--- src/rtl/t_loop_sequencer_if.sv ---
// Host/control bundle for t_loop_sequencer: loop launch/config, host array port and status.
// The master side is the host; the slave side is the sequencer.
interface t_loop_sequencer_if #(
    parameter int DW = 4,
    parameter int AW = 2,
    parameter int CW = 8
);
    logic          start;
    logic [CW-1:0] cfg_start;
    logic [CW-1:0] cfg_limit;
    logic [CW-1:0] cfg_step;
    logic [CW-1:0] cfg_floor;
    logic          cfg_floor_en;
    logic [AW-1:0] cfg_src;
    logic          host_we;
    logic [AW-1:0] host_addr;
    logic [DW-1:0] host_wdata;
    logic [DW-1:0] host_rdata;
    logic          busy;
    logic          done;
    logic          err;
    logic [CW-1:0] iter_cnt;

    modport master (
        output start, cfg_start, cfg_limit, cfg_step, cfg_floor, cfg_floor_en, cfg_src,
        output host_we, host_addr, host_wdata,
        input  host_rdata, busy, done, err, iter_cnt
    );

    modport slave (
        input  start, cfg_start, cfg_limit, cfg_step, cfg_floor, cfg_floor_en, cfg_src,
        input  host_we, host_addr, host_wdata,
        output host_rdata, busy, done, err, iter_cnt
    );
endinterface

--- src/rtl/t_loop_sequencer.sv ---
// Counted-loop engine: for (i = start; i < limit && (!floor_en || i > floor); i += step)
// mem[i] <= mem[src], sharing a small register array with a host load/read port.
module t_loop_sequencer #(
    parameter int DEPTH = 4,
    parameter int DW    = 4,
    parameter int AW    = 2,
    parameter int CW    = 8
) (
    input  logic              clk,
    input  logic              reset_l,
    t_loop_sequencer_if.slave bus
);
    localparam logic [1:0] ST_IDLE = 2'd0;
    localparam logic [1:0] ST_RUN  = 2'd1;
    localparam logic [1:0] ST_DONE = 2'd2;

    logic [1:0]    state_q,    state_d;
    logic [CW-1:0] i_q,        i_d;
    logic [CW-1:0] limit_q,    limit_d;
    logic [CW-1:0] step_q,     step_d;
    logic [CW-1:0] floor_q,    floor_d;
    logic          floor_en_q, floor_en_d;
    logic [AW-1:0] src_q,      src_d;
    logic [CW-1:0] iter_cnt_q, iter_cnt_d;
    logic          err_q,      err_d;
    logic          ovf_q,      ovf_d;
    logic [DW-1:0] host_rdata_q, host_rdata_d;

    logic [DW-1:0] mem [DEPTH];

    logic          cond;
    logic [CW:0]   sum;
    logic          mem_we;
    logic [AW-1:0] mem_waddr;
    logic [DW-1:0] mem_wdata;

    always_comb begin
        state_d      = state_q;
        i_d          = i_q;
        limit_d      = limit_q;
        step_d       = step_q;
        floor_d      = floor_q;
        floor_en_d   = floor_en_q;
        src_d        = src_q;
        iter_cnt_d   = iter_cnt_q;
        err_d        = err_q;
        ovf_d        = ovf_q;
        host_rdata_d = mem[bus.host_addr];
        mem_we       = 1'b0;
        mem_waddr    = bus.host_addr;
        mem_wdata    = bus.host_wdata;

        // ovf_q forces one final non-iterating RUN cycle so the wrapped i is never evaluated
        cond = (i_q < limit_q) && (!floor_en_q || (i_q > floor_q)) && !ovf_q;
        sum  = {1'b0, i_q} + {1'b0, step_q};

        case (state_q)
            ST_IDLE: begin
                mem_we = bus.host_we;
                if (bus.start) begin
                    i_d        = bus.cfg_start;
                    limit_d    = bus.cfg_limit;
                    step_d     = bus.cfg_step;
                    floor_d    = bus.cfg_floor;
                    floor_en_d = bus.cfg_floor_en;
                    src_d      = bus.cfg_src;
                    iter_cnt_d = '0;
                    ovf_d      = 1'b0;
                    if (bus.cfg_step == '0) begin
                        state_d = ST_DONE;
                        err_d   = 1'b1;
                    end else begin
                        state_d = ST_RUN;
                    end
                end
            end
            ST_RUN: begin
                if (cond) begin
                    if (iter_cnt_q != '1) begin
                        iter_cnt_d = iter_cnt_q + CW'(1);
                    end
                    if (sum[CW]) begin
                        ovf_d = 1'b1;
                    end else begin
                        i_d = sum[CW-1:0];
                    end
                    // Indices beyond the array still count as iterations but write nothing
                    if (i_q[CW-1:AW] == '0) begin
                        mem_we    = 1'b1;
                        mem_waddr = i_q[AW-1:0];
                        mem_wdata = mem[src_q];
                    end
                end else begin
                    state_d = ST_DONE;
                end
            end
            ST_DONE: begin
                state_d = ST_IDLE;
                err_d   = 1'b0;
            end
            default: begin
                state_d = ST_IDLE;
                err_d   = 1'b0;
            end
        endcase
    end

    always_ff @(posedge clk) begin
        if (!reset_l) begin
            state_q      <= ST_IDLE;
            i_q          <= '0;
            limit_q      <= '0;
            step_q       <= '0;
            floor_q      <= '0;
            floor_en_q   <= 1'b0;
            src_q        <= '0;
            iter_cnt_q   <= '0;
            err_q        <= 1'b0;
            ovf_q        <= 1'b0;
            host_rdata_q <= '0;
        end else begin
            state_q      <= state_d;
            i_q          <= i_d;
            limit_q      <= limit_d;
            step_q       <= step_d;
            floor_q      <= floor_d;
            floor_en_q   <= floor_en_d;
            src_q        <= src_d;
            iter_cnt_q   <= iter_cnt_d;
            err_q        <= err_d;
            ovf_q        <= ovf_d;
            host_rdata_q <= host_rdata_d;
        end
    end

    // Array contents survive reset; only a write in flight at the reset edge is blocked
    always_ff @(posedge clk) begin
        if (reset_l && mem_we) begin
            mem[mem_waddr] <= mem_wdata;
        end
    end

    assign bus.busy       = (state_q == ST_RUN) || (state_q == ST_DONE);
    assign bus.done       = (state_q == ST_DONE);
    assign bus.err        = err_q;
    assign bus.iter_cnt   = iter_cnt_q;
    assign bus.host_rdata = host_rdata_q;
endmodule

--- src/flat_wrapper.sv ---
// flat-port wrapper written by rule: the top's interface ports become plain ports
module t_loop_sequencer_flat 
#(
    parameter int DEPTH = 4,
    parameter int DW    = 4,
    parameter int AW    = 2,
    parameter int CW    = 8
)
  (clk, reset_l, bus_start, bus_cfg_start, bus_cfg_limit, bus_cfg_step, bus_cfg_floor, bus_cfg_floor_en, bus_cfg_src, bus_host_we, bus_host_addr, bus_host_wdata, bus_host_rdata, bus_busy, bus_done, bus_err, bus_iter_cnt);
  t_loop_sequencer_if #(.DW(DW), .AW(AW), .CW(CW)) bus_i ();
  input  logic clk;
  input  logic reset_l;
  input wire logic [$bits(bus_i.start)-1:0] bus_start;
  input wire logic [$bits(bus_i.cfg_start)-1:0] bus_cfg_start;
  input wire logic [$bits(bus_i.cfg_limit)-1:0] bus_cfg_limit;
  input wire logic [$bits(bus_i.cfg_step)-1:0] bus_cfg_step;
  input wire logic [$bits(bus_i.cfg_floor)-1:0] bus_cfg_floor;
  input wire logic [$bits(bus_i.cfg_floor_en)-1:0] bus_cfg_floor_en;
  input wire logic [$bits(bus_i.cfg_src)-1:0] bus_cfg_src;
  input wire logic [$bits(bus_i.host_we)-1:0] bus_host_we;
  input wire logic [$bits(bus_i.host_addr)-1:0] bus_host_addr;
  input wire logic [$bits(bus_i.host_wdata)-1:0] bus_host_wdata;
  output wire logic [$bits(bus_i.host_rdata)-1:0] bus_host_rdata;
  output wire logic [$bits(bus_i.busy)-1:0] bus_busy;
  output wire logic [$bits(bus_i.done)-1:0] bus_done;
  output wire logic [$bits(bus_i.err)-1:0] bus_err;
  output wire logic [$bits(bus_i.iter_cnt)-1:0] bus_iter_cnt;
  assign bus_i.start = bus_start;
  assign bus_i.cfg_start = bus_cfg_start;
  assign bus_i.cfg_limit = bus_cfg_limit;
  assign bus_i.cfg_step = bus_cfg_step;
  assign bus_i.cfg_floor = bus_cfg_floor;
  assign bus_i.cfg_floor_en = bus_cfg_floor_en;
  assign bus_i.cfg_src = bus_cfg_src;
  assign bus_i.host_we = bus_host_we;
  assign bus_i.host_addr = bus_host_addr;
  assign bus_i.host_wdata = bus_host_wdata;
  assign bus_host_rdata = bus_i.host_rdata;
  assign bus_busy = bus_i.busy;
  assign bus_done = bus_i.done;
  assign bus_err = bus_i.err;
  assign bus_iter_cnt = bus_i.iter_cnt;
  t_loop_sequencer #(.DEPTH(DEPTH), .DW(DW), .AW(AW), .CW(CW)) u_core (.clk(clk), .reset_l(reset_l), .bus(bus_i));
endmodule
--- config.mk ---
export PLATFORM = sky130hd
export DESIGN_NAME = t_loop_sequencer_flat
export DESIGN_NICKNAME = d
export VERILOG_FILES = /design/src/rtl/t_loop_sequencer_if.sv /design/src/rtl/t_loop_sequencer.sv /design/src/flat_wrapper.sv
export SDC_FILE = /design/constraint.sdc
export NUM_CORES = 1
export LEC_CHECK = 0
export ABC_AREA = 1
export BUFFER_PORTS_ARGS = -buffer_cell sky130_fd_sc_hd__buf_2
export CAP_MARGIN = 30
export CORE_ASPECT_RATIO = 1.5
export CORE_UTILIZATION = 55
export DETAILED_ROUTE_END_ITERATION = 8
export PLACE_DENSITY = 0.77
export REMOVE_ABC_BUFFERS = 1
export SLEW_MARGIN = 40
export SYNTH_ARGS = -nofsm -noshare
export SYNTH_HDL_FRONTEND = slang
export SYNTH_SLANG_ARGS = --single-unit
--- constraint.sdc ---
create_clock -name clk -period 2.7 [get_ports clk]
set_input_delay 0.54 -clock clk [delete_from_list [all_inputs] [get_ports clk]]
set_output_delay 0.54 -clock clk [all_outputs]
set_load 0.02 [all_outputs]
==> results.txt, run 1 <==
status: complete, no violations
CP endpoint kind: flip-flop
Post-CTS Resized: 0
pin count of the biggest net entering global routing: 44
Routed Antenna Nets: 0
Synth area leaders: dfxtp_1, edfxtp_1, ha_1
fmax: 417.1 MHz
post-route design area: 4342 sq um
ys async rst share: 0%
hold buffer count at cts: 0
Critical Path AT: 2420 ps
Setup Buffers After CTS: 0
Post-Synthesis Cells: 510
Area growth, synth to finish: 13.62%
DR vias/cell: 5.326
clk root buf: clkbuf_8
peak supply drop: 0.5859 mV
# diodes: 0
EDFF count, synth: 16
1st-iter DRT viols: 146
clock slew at reported path FFs: 70 ps
crit path kind: flip-flop to flip-flop
DR pass1 iterations: 5
Layout Nets: 637
vias in the first global route: 3272
Worst-Margin Slew: 577.3 ps
Inserted Clock Buffers: 9
count leader, synth: nand2_1
core area: 6621 sq um
RePlAce Congestion: 0.9426
# IOs: 60
# port buffers: 59
first-pass GRT wire length: 14340 um
MaxCap Viol Count: 0
Tmin final: 2397 ps
DIE HEIGHT: 104.1 um
filler instances: 584
Cell Pwr Density: 1050 nW/um^2
routed via count: 3435
Crit path required time: 2720 ps
period utilization: 88.79%
GRT Util Overall: 24.95%
clock sink count: 69
WL final: 8469 um
Hold Fails Final Rpt: 0
worst hold path type: primary input to flip-flop
Ys Warns: 0
area share of the largest cell type after synthesis: 27.77%
setup_tns: 0 ps
fraction of layout cells with a size suffix above 1: 17.05%
Max FO, Critical Path: 9
Yosys top cell by area: dfxtp_1
Distinct cells, synth: 37
Post-DP HPWL: 6363 um
Worst-Skew Late Latency: 350 ps
RSZ-0062 raised after global routing: no
placed inst area: 4151 sq um
Final setup viols: 0
die area: 7292 sq um
initial antenna violation count: 0
Avg Inst Size Synth: 7.492 sq um
Syn Std Cell Area: 3821 sq um
Core Rows: 36
Max Slew Vio Count: 0
commonest cells in the netlist: nand2_1, inv_1, nor2_1
CTS tree: yes
Max transition margin: 61.51%
Worst R2R Setup Slack: 300 ps
Starting Density: 57.71%
sequential-to-total area share from yosys stat: 40.34%
top_reg_cell synth: dfxtp_1
Clock Skews: 9.414 ps
synthesis-stage register bit count: 69
Pleak: 2.042 nW
wire per inst: 13.13 um
drt drc: 0
startpoint type of the worst setup path: flip-flop
largest buffer count on any clock path: 2
H-tree depth: 3
Die X: 70.06 um
Overflow after GRT: 0
[final cells by class]
class,count,area [sq um],share of cell area [%]
multi-input cells,353,1934,44.55
flip-flops and latches,69,1541,35.50
repair buffers,63,325.3,7.493
inverters,68,255.2,5.879
clock buffers,9,123.9,2.853
well taps,76,95.09,2.190
clock inverters,7,66.31,1.527
[sequential cells by signal, indices dropped and copies added, names as in the netlist, named ones only]
| name | cells |
|---|---|
| u_core.floor_q | 8 |
| u_core.ovf_q | 1 |
| u_core.state_q | 2 |
| u_core.limit_q | 8 |
| u_core.bus.iter_cnt | 8 |
| u_core.src_q | 2 |
| u_core.step_q | 8 |
| u_core.bus.err | 1 |
| u_core.bus.host_rdata | 4 |
| u_core.i_q | 8 |
| u_core.mem | 16 |
| u_core.floor_en_q | 1 |
[where the power goes]
group / internal (W) / switching (W) / total [W]
combinational: 0.000772 / 0.00144 / 0.00222
sequential: 0.00134 / 0.000197 / 0.00153
clock: 0.000419 / 0.000391 / 0.000810
total: 0.00253 / 0.00203 / 0.00456
[final timing paths]
kind	from	end	cells past startpoint
max	u_core.i_q[7]$_SDFFE_PN0P_	u_core.mem[1][2]$_DFFE_PP_	10
min	bus_cfg_floor[0]	u_core.floor_q[0]$_SDFFE_PN0P_	3
min reg2reg	u_core.bus.err$_SDFFE_PN0P_	u_core.bus.err$_SDFFE_PN0P_	2
max reg2reg	u_core.i_q[7]$_SDFFE_PN0P_	u_core.mem[1][2]$_DFFE_PP_	10
[through the flow]
| stage | instances | total power [W] | setup slack [ps] | util (%) | hold WS (ps) |
|---|---|---|---|---|---|
| 6_report | 645 | 0.004559 | 302.8 | 65.57 | 445.1 |
| 4_1_cts | 645 | 0.004569 | 307.8 | 65.57 | 436.7 |
| 3_5_place_dp | 629 | 0.003760 | 323.3 | 62.70 | 450.0 |
| 3_3_place_gp | 629 | 0.003689 | 402.8 | 62.70 | 450.3 |
| 2_1_floorplan | 490 | 0.003170 | 379.0 | - | 428.0 |
| 5_1_grt | 645 | 0.004975 | 82.20 | 65.57 | 458.9 |
[logic make-up (layout without fill, tap and decap cells)]
| logic type | after synthesis | after routing | share of synthesized area (%) |
|---|---|---|---|
| fa+ha+maj | 28 | 28 | 9.365 |
| xor+xnor | 3 | 3 | 0.6877 |
| compound gates | 119 | 119 | 16.60 |
| simple gates | 203 | 203 | 23.97 |
| flops | 69 | 69 | 40.34 |
| buf+inv | 88 | 147 | 9.037 |
[layout by cell type, fill, tap and decap left out, drive strengths merged, types with 2 or more instances in the layout]
master	instances
nand2	93
inv	68
buf	63
nor2	57
a21oi	55
o21ai	54
dfxtp	53
ha	27
nand3	26
edfxtp	16
nand4	14
clkbuf	9
o211ai	4
or2	4
nor4	3
o21bai	3
clkinvlp	3
clkinv	3
a21o	2
and2	2
xnor2	2
nor3	2
[worst max-delay path, stage by stage, from the launching register on]
cell	delay (ps)
dfxtp_1	420
ha_1	270
nand2_1	100
inv_2	40
nand3_1	60
nand4_1	180
a21oi_4	200
nand3_2	170
o21ai_0	260
nand2_1	80
nor2_1	280
[metal layers]
metal	up-vias	global-route usage [%]	part of all wire (%)
met3	18	4.264	4.0
met4	0	14.00	2.9
met2	93	44.92	52
li1	1794	-	-
met5	-	0	0
met1	1530	27.00	41
(Power assumes the default switching activity.)
==> inputs of run 2 (changes only) <==
--- a/config.mk
+++ b/config.mk
@@ -6,12 +6,12 @@
 export NUM_CORES = 1
 export LEC_CHECK = 0
 export ABC_AREA = 1
-export BUFFER_PORTS_ARGS = -buffer_cell sky130_fd_sc_hd__buf_2
 export CAP_MARGIN = 30
 export CORE_ASPECT_RATIO = 1.5
 export CORE_UTILIZATION = 55
 export DETAILED_ROUTE_END_ITERATION = 8
-export PLACE_DENSITY = 0.77
+export DONT_BUFFER_PORTS = 1
+export PLACE_DENSITY = 0.69
 export REMOVE_ABC_BUFFERS = 1
 export SLEW_MARGIN = 40
 export SYNTH_ARGS = -nofsm -noshare
==> results.txt, run 2 (synthesis results as in run 1) <==
most common cell after layout, fill and taps aside: nand2_1
Cell Pwr Density: 1147 nW/um^2 (+9.2%)
DR vias/cell: 5.550 (+4.2%)
clock sink count: 69 (unchanged)
Starting Density: 57.71% (unchanged)
# port buffers: 0 (-100%)
Core Rows: 36 (unchanged)
1st-iter DRT viols: 211 (+45%)
MaxCap Viol Count: 0 (unchanged)
Layout Nets: 579 (-9.1%)
Crit path required time: 2710 ps (about the same)
die area: 7292 sq um (unchanged)
WHS: 307.2 ps (-137.9 ps)
initial antenna violation count: 0 (unchanged)
filler instances: 626 (+7.2%)
Final setup viols: 0 (unchanged)
first-pass GRT wire length: 13900 um (-3.0%)
Clock Skews: 11.31 ps (+1.896 ps)
clk root buf: clkbuf_8
drt drc: 0 (unchanged)
RePlAce Congestion: 0.9016 (-4.3%)
combinational group share of total power: 44.5% (-4.1 points)
Most Crowded Layer GR: met2
Most common cell on crit path: nand2_1
Die X: 70.06 um (unchanged)
Worst-Skew Late Latency: 360 ps (about the same)
slowest CP cell: dfxtp_1
CTS tree: yes
Setup Buffers After CTS: 0 (unchanged)
Max transition margin: 59.63% (-1.9 points)
H-tree depth: 3 (unchanged)
Worst-Margin Slew: 605.5 ps (+28.11 ps)
Area growth, synth to finish: 7.433%
CP endpoint kind: flip-flop
DIE HEIGHT: 104.1 um (unchanged)
core area: 6621 sq um (unchanged)
fmax: 408.7 MHz (-2.0%)
largest buffer count on any clock path: 2 (unchanged)
largest register by flop count: u_core.mem
# diodes: 0 (unchanged)
Tmin final: 2447 ps (+49.54 ps)
routed via count: 3258 (-5.2%)
most frequent cells in the layout: nand2_1, inv_1, nor2_1, a21oi_1
placed inst area: 3864 sq um (-6.9%)
met2 Use GR: 45.33% (+0.41 points)
startpoint type of the worst setup path: flip-flop
CP cell instances: ha_1, nand2_1, inv_2, nand3_1, nand4_1, a21oi_4, nand3_2, o21ai_0, nand2_1, nor2_1
Post-DP HPWL: 6291 um (-1.1%)
# IOs: 60 (unchanged)
status: complete, no violations
vias in the first global route: 3090 (-5.6%)
period utilization: 90.62% (+1.8 points)
Net Sw Frac: 43.00% (-1.5 points)
max reg flops: 16 (unchanged)
Reg power frac: 33.8% (about the same)
P_sw: 0.002025 W (-0.26%)
fraction of layout cells with a size suffix above 1: 7.828% (-9.2 points)
clock slew at reported path FFs: 80 ps (about the same)
Critical Path AT: 2460 ps (+40 ps)
GRT Util Overall: 24.63% (-0.32 points)
Hold Fails Final Rpt: 0 (unchanged)
peak supply drop: 0.5847 mV (-0.20%)
wire per inst: 14.50 um (+10%)
Inserted Clock Buffers: 9 (unchanged)
worst hold path type: primary input to flip-flop
pin count of the biggest net entering global routing: 43 (-2.3%)
Crit path largest cell delay: 430 ps (about the same)
Clock Power Share: 21.7% (+3.9 points)
WL final: 8513 um (+0.52%)
post-route design area: 4105 sq um (-5.4%)
Max Slew Vio Count: 0 (unchanged)
Routed Antenna Nets: 0 (unchanged)
Overflow after GRT: 0 (unchanged)
internal power: 0.002684 W (+6.1%)
crit path kind: flip-flop to flip-flop
fin util: 62.00% (-3.6 points)
met3 Use GR: 5.523% (+1.3 points)
Max FO, Critical Path: 9 (unchanged)
Pleak: 1.825 nW (-11%)
setup_tns: 0 ps (unchanged)
met1 Resource Use GR: 25.28% (-1.7 points)
RSZ-0062 raised after global routing: no
DR pass1 iterations: 5 (unchanged)
Worst R2R Setup Slack: 250 ps (-50 ps)
[run 2: power by group through the flow]
stage	sequential, W	clock (W)	combinational (W)
2_1_floorplan	0.00155	0	0.00162
3_3_place_gp	0.00161	0	0.00203
3_5_place_dp	0.00162	0	0.00208
4_1_cts	0.00159	0.00103	0.00210
5_1_grt	0.00162	0.00108	0.00241
6_report	0.00159	0.00102	0.00209
[run 2: through the flow]
stage | setup slack (ps) | cells | power, W
detailed placement | 237.0 | 571 | 0.003694
floorplan | 379.0 | 490 | 0.003170
global route | 10.61 | 587 | 0.005110
finish | 253.2 | 587 | 0.004709
CTS | 225.2 | 587 | 0.004726
global placement | 305.5 | 571 | 0.003635
[run 2: layout make-up]
type / instances / area [sq um] / share of cell area (%)
inverters: 68 / 255.2 / 6.218
clock buffers: 10 / 127.6 / 3.109
clock inverters: 6 / 111.4 / 2.713
repair buffers: 5 / 37.54 / 0.9144
flip-flops and latches: 69 / 1541 / 37.55
multi-input cells: 353 / 1937 / 47.18
well taps: 76 / 95.09 / 2.316
[run 2: routing by layer]
| metal | up-vias | wire (um) |
|---|---|---|
| met5 | - | 0 |
| met2 | 93 | 4562 |
| li1 | 1676 | - |
| met3 | 26 | 344 |
| met4 | 0 | 278 |
| met1 | 1463 | 3327 |
[run 2: worst paths after layout]
| check | startpoint | cells past startpoint | end |
|---|---|---|---|
| hold reg to reg | u_core.floor_q[5]$_SDFFE_PN0P_ | 2 | u_core.floor_q[5]$_SDFFE_PN0P_ |
| hold / removal | reset_l | 2 | u_core.state_q[1]$_SDFFE_PN0P_ |
| setup reg to reg | u_core.i_q[7]$_SDFFE_PN0P_ | 10 | u_core.mem[3][2]$_DFFE_PP_ |
| setup / recovery | u_core.i_q[7]$_SDFFE_PN0P_ | 10 | u_core.mem[3][2]$_DFFE_PP_ |
[run 2: worst max-delay path: cells and delay by family (launching register included)]
| kind | cells | cell delay [ps] |
|---|---|---|
| compound gates | 2 | 460 |
| simple gates | 6 | 900 |
| flops | 1 | 430 |
| fa+ha+maj | 1 | 280 |
| buf+inv | 1 | 40 |
[run 2: repair_timing]
| item | 4_1_cts | 5_1_grt |
|---|---|---|
| setup endpoints to repair | 0 | 4 |
| hold endpoints to repair | 0 | 0 |
| hold buffers | 0 | 0 |
| gates resized for setup | 0 | 1 |
